File: src/rtl/imm_decode_ctrl.sv
// ---------------------------------------------------------------------------
// imm_decode_ctrl
//
// Decode-stage controller between the IF/ID handshake and the EX stage.
// Captures instructions, drives imm17/SIG_ExtOp to the external immediate
// extender, and registers the extender result (extImm) as the ID/EX
// immediate. Optionally sequences two-instruction long-immediate pairs:
// a prefix instruction carries 15 upper bits that are concatenated with the
// next immediate-using instruction's 17-bit field.
//
// Configuration macro:
//   IMM_PREFIX_EN  defined   -> prefix FSM (IDLE/PFX) and payload register
//                  undefined -> no prefix support; PFX_OPCODE decodes as
//                               illegal and pfx_err is tied low
//
// Ports:
//   clk          in   clock, all state on rising edge
//   reset        in   synchronous active-high reset
//   if_valid     in   fetch presents an instruction
//   if_instr     in   [31:0] instruction (opcode [31:26], imm17 [16:0])
//   if_ready     out  controller accepts if_instr this cycle
//   ex_ready     in   EX consumes id_* this cycle
//   flush        in   kills held output and any pending prefix
//   imm17        out  [16:0] immediate field to extender (combinational)
//   SIG_ExtOp    out  1 = sign-extend, 0 = zero-extend (combinational)
//   extImm       in   [31:0] extender result
//   id_valid     out  ID/EX holds a valid instruction
//   id_instr     out  [31:0] registered instruction
//   id_imm       out  [31:0] registered final immediate
//   id_uses_imm  out  instruction consumes id_imm
//   id_illegal   out  unknown opcode flag
//   pfx_err      out  one-cycle pulse when a pending prefix is discarded
// ---------------------------------------------------------------------------
module imm_decode_ctrl #(
    parameter logic [5:0]  PFX_OPCODE = 6'h3F,
    parameter logic [31:0] NOP_INSTR  = 32'h0000_0000
) (
    input  logic        clk,
    input  logic        reset,
    input  logic        if_valid,
    input  logic [31:0] if_instr,
    output logic        if_ready,
    input  logic        ex_ready,
    input  logic        flush,
    output logic [16:0] imm17,
    output logic        SIG_ExtOp,
    input  logic [31:0] extImm,
    output logic        id_valid,
    output logic [31:0] id_instr,
    output logic [31:0] id_imm,
    output logic        id_uses_imm,
    output logic        id_illegal,
    output logic        pfx_err
);

    logic [5:0] opcode;
    logic       dec_uses_imm;
    logic       dec_ext_op;
    logic       dec_illegal;
    logic       dec_pfx;
    logic       accept;
    logic       accept_issue;

    assign opcode    = if_instr[31:26];
    assign imm17     = if_instr[16:0];
    assign SIG_ExtOp = dec_ext_op;

    // Flush blocks acceptance in the same cycle it kills the pipeline slot.
    assign if_ready = ~flush & (~id_valid | ex_ready);
    assign accept   = if_valid & if_ready;

    always_comb begin
        dec_uses_imm = 1'b0;
        dec_ext_op   = 1'b0;
        dec_illegal  = 1'b0;
        dec_pfx      = 1'b0;
        case (opcode)
            6'h00:                      ;
            6'h01, 6'h04, 6'h05, 6'h06: begin
                dec_uses_imm = 1'b1;
                dec_ext_op   = 1'b1;
            end
            6'h02, 6'h03:               dec_uses_imm = 1'b1;
            default:                    dec_illegal  = 1'b1;
        endcase
`ifdef IMM_PREFIX_EN
        // Prefix opcode takes priority over the base table.
        if (opcode == PFX_OPCODE) begin
            dec_pfx      = 1'b1;
            dec_uses_imm = 1'b0;
            dec_ext_op   = 1'b0;
            dec_illegal  = 1'b0;
        end
`else
        // Without prefix support the prefix opcode is just an unknown opcode.
        if (opcode == PFX_OPCODE) begin
            dec_uses_imm = 1'b0;
            dec_ext_op   = 1'b0;
            dec_illegal  = 1'b1;
        end
`endif
    end

    assign accept_issue = accept & ~dec_pfx;

`ifdef IMM_PREFIX_EN
    typedef enum logic {
        IDLE = 1'b0,
        PFX  = 1'b1
    } state_t;

    state_t      state;
    logic [14:0] pfx;
    logic        accept_pfx;

    assign accept_pfx = accept & dec_pfx;

    always_ff @(posedge clk) begin
        if (reset) begin
            id_valid    <= 1'b0;
            id_instr    <= NOP_INSTR;
            id_imm      <= '0;
            id_uses_imm <= 1'b0;
            id_illegal  <= 1'b0;
            pfx_err     <= 1'b0;
            state       <= IDLE;
            pfx         <= '0;
        end else if (flush) begin
            id_valid <= 1'b0;
            id_instr <= NOP_INSTR;
            pfx_err  <= 1'b0;
            state    <= IDLE;
            pfx      <= '0;
        end else begin
            pfx_err <= 1'b0;
            if (accept_issue) begin
                id_valid    <= 1'b1;
                id_instr    <= if_instr;
                id_uses_imm <= dec_uses_imm;
                id_illegal  <= dec_illegal;
                id_imm      <= dec_uses_imm ? extImm : '0;
                if (state == PFX) begin
                    // Pending prefix either supplies the upper bits (extender
                    // bypassed) or is dropped because nothing consumes it.
                    state <= IDLE;
                    if (dec_uses_imm) begin
                        id_imm <= {pfx, if_instr[16:0]};
                    end else begin
                        pfx_err <= 1'b1;
                    end
                end
            end else if (ex_ready) begin
                id_valid <= 1'b0;
            end

            // A prefix produces no ID/EX output; a second prefix overwrites
            // the first one.
            if (accept_pfx) begin
                pfx   <= if_instr[14:0];
                state <= PFX;
                if (state == PFX) begin
                    pfx_err <= 1'b1;
                end
            end
        end
    end
`else
    assign pfx_err = 1'b0;

    always_ff @(posedge clk) begin
        if (reset) begin
            id_valid    <= 1'b0;
            id_instr    <= NOP_INSTR;
            id_imm      <= '0;
            id_uses_imm <= 1'b0;
            id_illegal  <= 1'b0;
        end else if (flush) begin
            id_valid <= 1'b0;
            id_instr <= NOP_INSTR;
        end else if (accept_issue) begin
            id_valid    <= 1'b1;
            id_instr    <= if_instr;
            id_uses_imm <= dec_uses_imm;
            id_illegal  <= dec_illegal;
            id_imm      <= dec_uses_imm ? extImm : '0;
        end else if (ex_ready) begin
            id_valid <= 1'b0;
        end
    end
`endif

endmodule

File: config.mk
export PLATFORM = sky130hd
export DESIGN_NAME = imm_decode_ctrl
export DESIGN_NICKNAME = d
export VERILOG_FILES = /design/src/rtl/imm_decode_ctrl.sv
export SDC_FILE = /design/constraint.sdc
export NUM_CORES = 1
export LEC_CHECK = 0
export CORE_MARGIN = 1.5
export CORE_UTILIZATION = 38
export DETAILED_ROUTE_END_ITERATION = 10
export GPL_ROUTABILITY_DRIVEN = 0
export MAX_ROUTING_LAYER = met4
export PLACE_DENSITY = 0.81
export SLEW_MARGIN = 5
export SYNTH_ARGS = -nofsm -noshare
export SYNTH_HDL_FRONTEND = slang
export SYNTH_SLANG_ARGS = --single-unit
File: constraint.sdc
create_clock -name clk -period 2.15 [get_ports clk]
set_input_delay 0.645 -clock clk [delete_from_list [all_inputs] [get_ports clk]]
set_output_delay 0.645 -clock clk [all_outputs]
set_load 0.01 [all_outputs]
# [Word level (Yosys, flattened, before mapping)]
# Index checks and enable logic that the tools add are counted.
[word_totals] register_bits=67 in_bits=69 wordCells=33
[classes] eq_ne=7 n_mux=9 bitwise=5 n_reduce_logical=7
[op_table] op="two-way mux 32 bit" n=1
[op_table] op="== test 6 x 3 -> 1 bit (second input constant)" n=3
[op_table] op="== test 6 x 2 -> 1 bit (second input constant)" n=2
[op_table] op="two-way mux 1 bit" n=8
[op_table] op="OR reduction 7 bit" n=1
[op_table] op="== test 6 x 1 -> 1 bit (second input constant)" n=1
[op_table] op="== test 6 bit (second input constant)" n=1
[op_table] op="logical NOT 6 bit" n=1
[op_table] op="OR reduction 6 bit" n=1
[op_table] op="OR reduction 4 bit" n=1
[op_table] op="AND 1 bit" n=2
[op_table] op="inverter 1 bit" n=2
[op_table] op="AND reduction 2 bit" n=1
[op_table] op="nonzero test 2 bit" n=1
[op_table] op="OR reduction 2 bit" n=1
[op_table] op="bitwise OR 1 bit" n=1

# [Depth between registers and ports, before layout]
# Gate-level depths: netlist of the first run.
[depth] word_depth=5 mapped_depth=7

# [Worst setup path after synthesis of the first run]
# Ideal clock, no wire load.
[synth_path] path_type="input to output" startpoint="in if_instr[31]" endpoint="out SIG_ExtOp" arrival_time_ns=1.231 required_time_ns=1.505 setup_slack_ns=0.274 cell_stages=2 path_buffers=0 cell_sequence="or3_4 -> nor2_1"
[synth_via] elab_chain_len=4
[synth_lines] element="from (decl)" line_no="41" rtl="input logic [31:0] if_instr,"
[synth_lines] element="== test 6 x 1 -> 1 bit / == test 6 x 3 -> 1 bit (equally long branches)" line_no="77" rtl="case (opcode)"
[synth_lines] element="OR reduction 4 bit"
[synth_lines] element="two-way mux 1 bit" line_no="77"
[synth_lines] element="two-way mux 1 bit (*)" line_no="96" rtl="if (opcode == PFX_OPCODE) begin"
[synth_lines] element="to (decl)" line_no="46" rtl="output logic SIG_ExtOp,"
# Every way passes the cells marked *; elsewhere a longest branch is shown, timed or not.

# [Worst setup path in the final report of the first run]
[layout_path] startpoint="in if_instr[29]" endpoint="out SIG_ExtOp"
# Same word-level chain as after synthesis.

==> metrics.md, run 1 <==
| Metric | Value |
|---|---|
| Drt pass-1 iters | 4 |
| Initial drt markers | 82 |
| CTS clock-pin slew for the worst setup and hold paths | 0.07 ns |
| Crit. End Element | primary output |
| Pin count of the biggest net entering global routing | 35 |
| CP Cell Sequence | dlygate4sd2_1 > or3_4 > nor2_4 > buf_6 |
| All-Layer GR Usage | 19.9% |
| Hold path start | id_instr[26]$_SDFFE_PP0P_ |
| Ys async rst share | 0% |
| Effective utilization at floorplan | 39.7% |
| Worst hold endpoint | id_instr[26]$_SDFFE_PP0P_ |
| IO Port Bufs | 154 |
| Critical path required time | 1.50 ns |
| Power Density | 615 nW/µm² |
| Chip height | 87.8 µm |
| Max IR drop VDD | 0.385 mV |
| Synthesized net count | 395 |
| # DRC | 0 |
| Outcome | completed |
| Worst Skew | 0.00474 ns |
| Highest clock rate | 472 MHz |
| Setup violators final | 0 |
| Final Power | 2.75 mW |
| Die area | 7700 µm² |
| Setup crit start kind | input pin |
| Seq/Total Area, Yosys | 49.1% |
| Post-synth EDFFs | 0 |
| Final #Nets | 539 |
| Seq cells post-synth | 67 |
| Clock tree root driver cell | clkbuf_8 |
| Post-route ant nets | 0 |
| Yosys top cell area share | 49.1% |
| Top cells by area in the synthesized netlist | dfxtp_1, nand2_1, a21oi_1 |
| Worst path slowest cell | or3_4 |
| Reg2reg start | id_valid$_SDFFE_PP0P_ |
| H-tree levels | 3 |
| Lkg Pwr | 1.57 nW |
| Dominant synthesized flop cell | dfxtp_1 |
| Post-CTS Setup Bufs | 0 |
| CTS tree | yes |
| Hold Path Class | register to register |
| # rows | 30 |
| Diode count | 0 |
| Hold Vio Cnt, Final | 0 |
| Worst Hold Slack | 0.453 ns |
| Core Region | 6870 µm² |
| Final min period | 2.12 ns |
| Wire per inst | 13.0 µm |
| Crit-path max FO | 2 |
| Ys Warns | 0 |
| Core Util, Final | 65.2% |
| Syn_area_per_cell | 8.37 µm² |
| Worst-skew pair later-pin latency | 0.33 ns |
| Hold depth | 2 |
| Arr. time, crit path | 1.47 ns |
| Layout cell share with drive strength beyond 1 | 14.3% |
| Mapped Cells | 326 |
| Synth unique cells | 25 |
| Max Cap Viol | 0 |
| Initial antenna violation count | 0 |
| First-pass GRT wire length | 11600 µm |
| Die Span X | 87.8 µm |
| Clock buffer depth | 2 |
| Via count | 2699 |
| Synth area leader | dfxtp_1 |
| RSZ-0062 raised after global routing | false |
| Worst reg2reg path depth | 5 |
| Critical Path Max Stage Delay | 0.36 ns |
| Post-synth top cells | nand2_1, dfxtp_1, a21oi_1, nand3_1, buf_4 |
| Relative slew slack | 58.5% |
| CTS buffer count | 9 |
| Overflow after GRT | 0 |
| WS Path Type | input pin to primary output |
| DP Wirelength | 5330 µm |
| Count of final max-slew check failures | 0 |
| Boundary Pins | 156 |
| Final wirelength | 7430 µm |
| R2R Setup Slk | 0.94 ns |
| Synthesis-to-layout area growth | 64.1% |
| Via/cell ratio | 4.73 |
| Least-Margin Pin Slew | 0.623 ns |
| Cell area after technology mapping | 2730 µm² |
| Fin crit share | 98.6% |
| R2R Path End | id_imm[21]$_SDFFE_PP0P_ |
| Clock sinks | 67 |
| Vias in the first global route | 2658 |
| Count leader, synth | nand2_1 |
[layer usage]
| metal | part of all wire, % | up-vias | GRT usage, % |
|---|---|---|---|
| li1 | - | 1335 | - |
| met2 | 51 | 104 | 34.1 |
| met4 | 1.7 | 0 | 8.23 |
| met3 | 6.6 | 11 | 5.18 |
| met5 | 0 | - | - |
| met1 | 40 | 1249 | 21.7 |
[worst max-delay path, delay by kind of cell]
family / cells / cell delay, ns
and+or+nand+nor: 2 / 0.48
buffers and inverters: 2 / 0.34
[flip-flops by register name (all words and copies together), names as in the netlist]
| register | cells |
|---|---|
| id_illegal | 1 |
| id_imm | 32 |
| id_uses_imm | 1 |
| id_valid | 1 |
| id_instr | 32 |
[how the worst max path moves through the flow]
stage	startpoint	to	slack, ns	depth (start not counted)
global placement	if_instr[31]	SIG_ExtOp	-0.61	4
finish	if_instr[29]	SIG_ExtOp	0.03	4
CTS	if_instr[29]	SIG_ExtOp	0.009	4
detailed placement	if_instr[31]	SIG_ExtOp	-0.66	4
global route	if_instr[29]	SIG_ExtOp	0.004	4
floorplan	if_instr[31]	SIG_ExtOp	0.27	2
[cell type report]
class	count	area, µm²
clock inverter	5	77.6
sequential	67	1340
inverter	1	3.75
tap	96	120
multi-input combinational	214	1080
timing repair buffer	177	1730
fill	593	2390
clock buffer	11	131
[logic make-up after synthesis]
logic type | count (synthesis) | share of synthesized area (%)
simple gates | 146 | 24.7
compound gates | 66 | 13.6
other cells | 1 | 0.137
mux | 1 | 0.367
flops | 67 | 49.1
buf+inv | 45 | 12.1
[report_power, final]
group          internal [mW]  total, mW  switching (mW)
Sequential              1.26       1.27          0.0102
Clock                  0.650       1.10           0.450
Combinational          0.216      0.381           0.165
Total                   2.13       2.75           0.626
[per-stage QoR]
step	std cells	setup TNS [ns]	setup WS, ns	instance area (µm²)
after floorplan	326	0	0.274	2730
after global placement	555	-9.59	-0.606	4290
after detailed placement	555	-11.13	-0.659	4290
after CTS	571	0	0.00869	4480
after global routing	571	0	0.00420	4480
final	571	0	0.0302	4480
[cell usage in the layout, fill, tap and decap left out, types with 2 or more instances in the layout]
cell type          n
clkdlybuf4s50_1  129
nand2_1           98
dfxtp_1           67
a21oi_1           55
nand3_1           22
dlygate4sd2_1     21
buf_4             19
nand3_2           10
a21oi_2           10
clkbuf_8           9
nor2_1             5
buf_12             4
bufinv_16          2
clkbuf_1           2
clkinv_2           2
[what timing repair did]
action,in CTS,in global routing
endpoints found under the setup margin,19,1
pin swaps,2,2
gates resized for setup,37,2
hold buffers,0,0
Note: power is estimated with default switching activity, not from simulation.
==> run 2, diff against run 1 <==
--- a/config.mk
+++ b/config.mk
@@ -5,12 +5,14 @@
 export SDC_FILE = /design/constraint.sdc
 export NUM_CORES = 1
 export LEC_CHECK = 0
+export CAP_MARGIN = 20
 export CORE_MARGIN = 1.5
 export CORE_UTILIZATION = 38
 export DETAILED_ROUTE_END_ITERATION = 10
 export GPL_ROUTABILITY_DRIVEN = 0
 export MAX_ROUTING_LAYER = met4
 export PLACE_DENSITY = 0.81
+export SKIP_CTS_REPAIR_TIMING = 1
 export SLEW_MARGIN = 5
 export SYNTH_ARGS = -nofsm -noshare
 export SYNTH_HDL_FRONTEND = slang
==> metrics.md, run 2 (synthesis results as in run 1) <==
| Metric | Value |
|---|---|
| Diode count | 0 (unchanged) |
| Final Instance Count excl. Fillers | 571 (unchanged) |
| DP Wirelength | 5330 µm (unchanged) |
| Via/cell ratio | 4.73 (unchanged) |
| Layout cell share with drive strength beyond 1 | 14.1% (was 14.3%) |
| Chip height | 87.8 µm (unchanged) |
| IO Port Bufs | 154 (unchanged) |
| CTS clock-pin slew for the worst setup and hold paths | 0.07 ns (about the same) |
| Worst-skew pair later-pin latency | 0.33 ns (about the same) |
| All-Layer GR Usage | 19.7% (was 19.9%) |
| WS Path Type | input pin to primary output (unchanged) |
| Via count | 2699 (unchanged) |
| Design Area, Final | 4570 µm² (was 4480 µm²) |
| Core Region | 6870 µm² (unchanged) |
| Boundary Pins | 156 (unchanged) |
| Wire per inst | 13.2 µm (was 13.0 µm) |
| Fillers | 570 (was 593) |
| Clock buffer depth | 2 (unchanged) |
| Crit. End Element | primary output (unchanged) |
| Relative slew slack | 58.0% (was 58.5%) |
| Power Density | 606 nW/µm² (was 615 nW/µm²) |
| R2R Path End | id_imm[21]$_SDFFE_PP0P_ (unchanged) |
| Arr. time, crit path | 1.42 ns (was 1.47 ns) |
| CTS buffer count | 9 (unchanged) |
| Vias in the first global route | 2666 (was 2658) |
| CTS tree | yes (unchanged) |
| Outcome | completed (unchanged) |
| Max Cap Viol | 0 (unchanged) |
| Synthesis-to-layout area growth | 67.3% (was 64.1%) |
| # DRC | 0 (unchanged) |
| Critical path required time | 1.50 ns (about the same) |
| R2R Setup Slk | 0.92 ns (was 0.94 ns) |
| Cell Area, Placed | 4290 µm² (unchanged) |
| H-tree levels | 3 (unchanged) |
| Most frequent cells in the layout | clkdlybuf4s50_1, nand2_1, dfxtp_1 (unchanged) |
| Reg2reg start | id_valid$_SDFFE_PP0P_ (unchanged) |
| Placed cell count | 555 (unchanged) |
| Count of final max-slew check failures | 0 (unchanged) |
| Crit path from | ex_ready (was if_instr[29]) |
| Overflow after GRT | 0 (unchanged) |
| First-pass GRT wire length | 11500 µm (was 11600 µm) |
| Final Power | 2.77 mW (was 2.75 mW) |
| Lkg Pwr | 1.75 nW (was 1.57 nW) |
| Final wirelength | 7560 µm (was 7430 µm) |
| Initial antenna violation count | 0 (unchanged) |
| Die area | 7700 µm² (unchanged) |
| Largest registers | id_imm (32), id_instr (32) (unchanged) |
| Hold Path Class | register to register (unchanged) |
| Highest clock rate | 485 MHz (was 472 MHz) |
| Max IR drop VDD | 0.387 mV (was 0.385 mV) |
| Clock tree root driver cell | clkbuf_8 (unchanged) |
| RSZ-0062 raised after global routing | false (unchanged) |
| Final #Nets | 539 (unchanged) |
| Final min period | 2.06 ns (was 2.12 ns) |
| Crit-path max FO | 2 (unchanged) |
| Setup crit start kind | input pin (unchanged) |
| Die Span X | 87.8 µm (unchanged) |
| Pin count of the biggest net entering global routing | 35 (unchanged) |
| Setup violators final | 0 (unchanged) |
| Worst Hold Slack | 0.453 ns (about the same) |
| Least-Margin Pin Slew | 0.630 ns (was 0.623 ns) |
| Worst Skew | 0.00480 ns (was 0.00474 ns) |
| Effective utilization at floorplan | 39.7% (unchanged) |
| Worst reg2reg path depth | 5 (unchanged) |
| CP endpoint | if_ready (was SIG_ExtOp) |
| Post-route ant nets | 0 (unchanged) |
| Clock sinks | 67 (unchanged) |
| Fin crit share | 95.9% (was 98.6%) |
| Hold Vio Cnt, Final | 0 (unchanged) |
| # rows | 30 (unchanged) |
| Initial drt markers | 83 (was 82) |
| Setup TNS | 0 ns (unchanged) |
| Drt pass-1 iters | 5 (was 4) |
| Most common cell after layout, fill and taps aside | clkdlybuf4s50_1 (unchanged) |
==> run 2: where the power goes <==
part / internal (mW) / switching [mW] / total [mW] / leakage, nW
registers: 1.26 / 0.0101 / 1.27 / 0.542
logic: 0.226 / 0.166 / 0.392 / 1.11
clock network: 0.650 / 0.455 / 1.11 / 0.103
==> run 2: area by class of cell <==
type	count	area [µm²]	share of cell area [%]
Clock inverter	5	77.6	1.70
Sequential cell	67	1340	29.4
Tap cell	96	120	2.63
Clock buffer	11	131	2.88
Timing Repair Buffer	177	1820	39.8
Inverter	1	3.75	0.0822
Multi-Input combinational cell	214	1080	23.6
==> run 2: worst min path at each step <==
stage,start,to,depth (start not counted)
3_3_place_gp,id_instr[18]$_SDFFE_PP0P_,id_instr[18]$_SDFFE_PP0P_,2
6_report,id_instr[26]$_SDFFE_PP0P_,id_instr[26]$_SDFFE_PP0P_,2
5_1_grt,id_imm[25]$_SDFFE_PP0P_,id_imm[25]$_SDFFE_PP0P_,2
2_1_floorplan,id_imm[0]$_SDFFE_PP0P_,id_imm[0]$_SDFFE_PP0P_,2
4_1_cts,id_instr[17]$_SDFFE_PP0P_,id_instr[17]$_SDFFE_PP0P_,2
3_5_place_dp,id_instr[23]$_SDFFE_PP0P_,id_instr[23]$_SDFFE_PP0P_,2
==> run 2: critical path, cell delays in order <==
cell and delay, ns:
clkdlybuf4s50_1 0.49, nor2b_2 0.06, nor2_1 0.08, clkbuf_2 0.14
==> run 2: metal layers <==
layer	up-vias	wire, µm	GRT usage, %
met5	-	0	-
li1	1335	-	-
met2	99	3920	33.7
met3	6	488	5.18
met4	0	74	8.23
met1	1259	3070	21.6
==> run 2: stage by stage <==
step	utilization (%)	worst slack (ns)
finish	66.5	0.0878
global route	66.5	0.000527
CTS	65.5	-0.672
detailed placement	62.5	-0.659
global placement	62.5	-0.606
floorplan	-	0.274
==> run 3, diff against run 2 <==
--- a/config.mk
+++ b/config.mk
@@ -9,7 +9,6 @@
 export CORE_MARGIN = 1.5
 export CORE_UTILIZATION = 38
 export DETAILED_ROUTE_END_ITERATION = 10
-export GPL_ROUTABILITY_DRIVEN = 0
 export MAX_ROUTING_LAYER = met4
 export PLACE_DENSITY = 0.81
 export SKIP_CTS_REPAIR_TIMING = 1
==> results of run 3 <==
Final layout, timing and power as in run 2 (identical DEF).
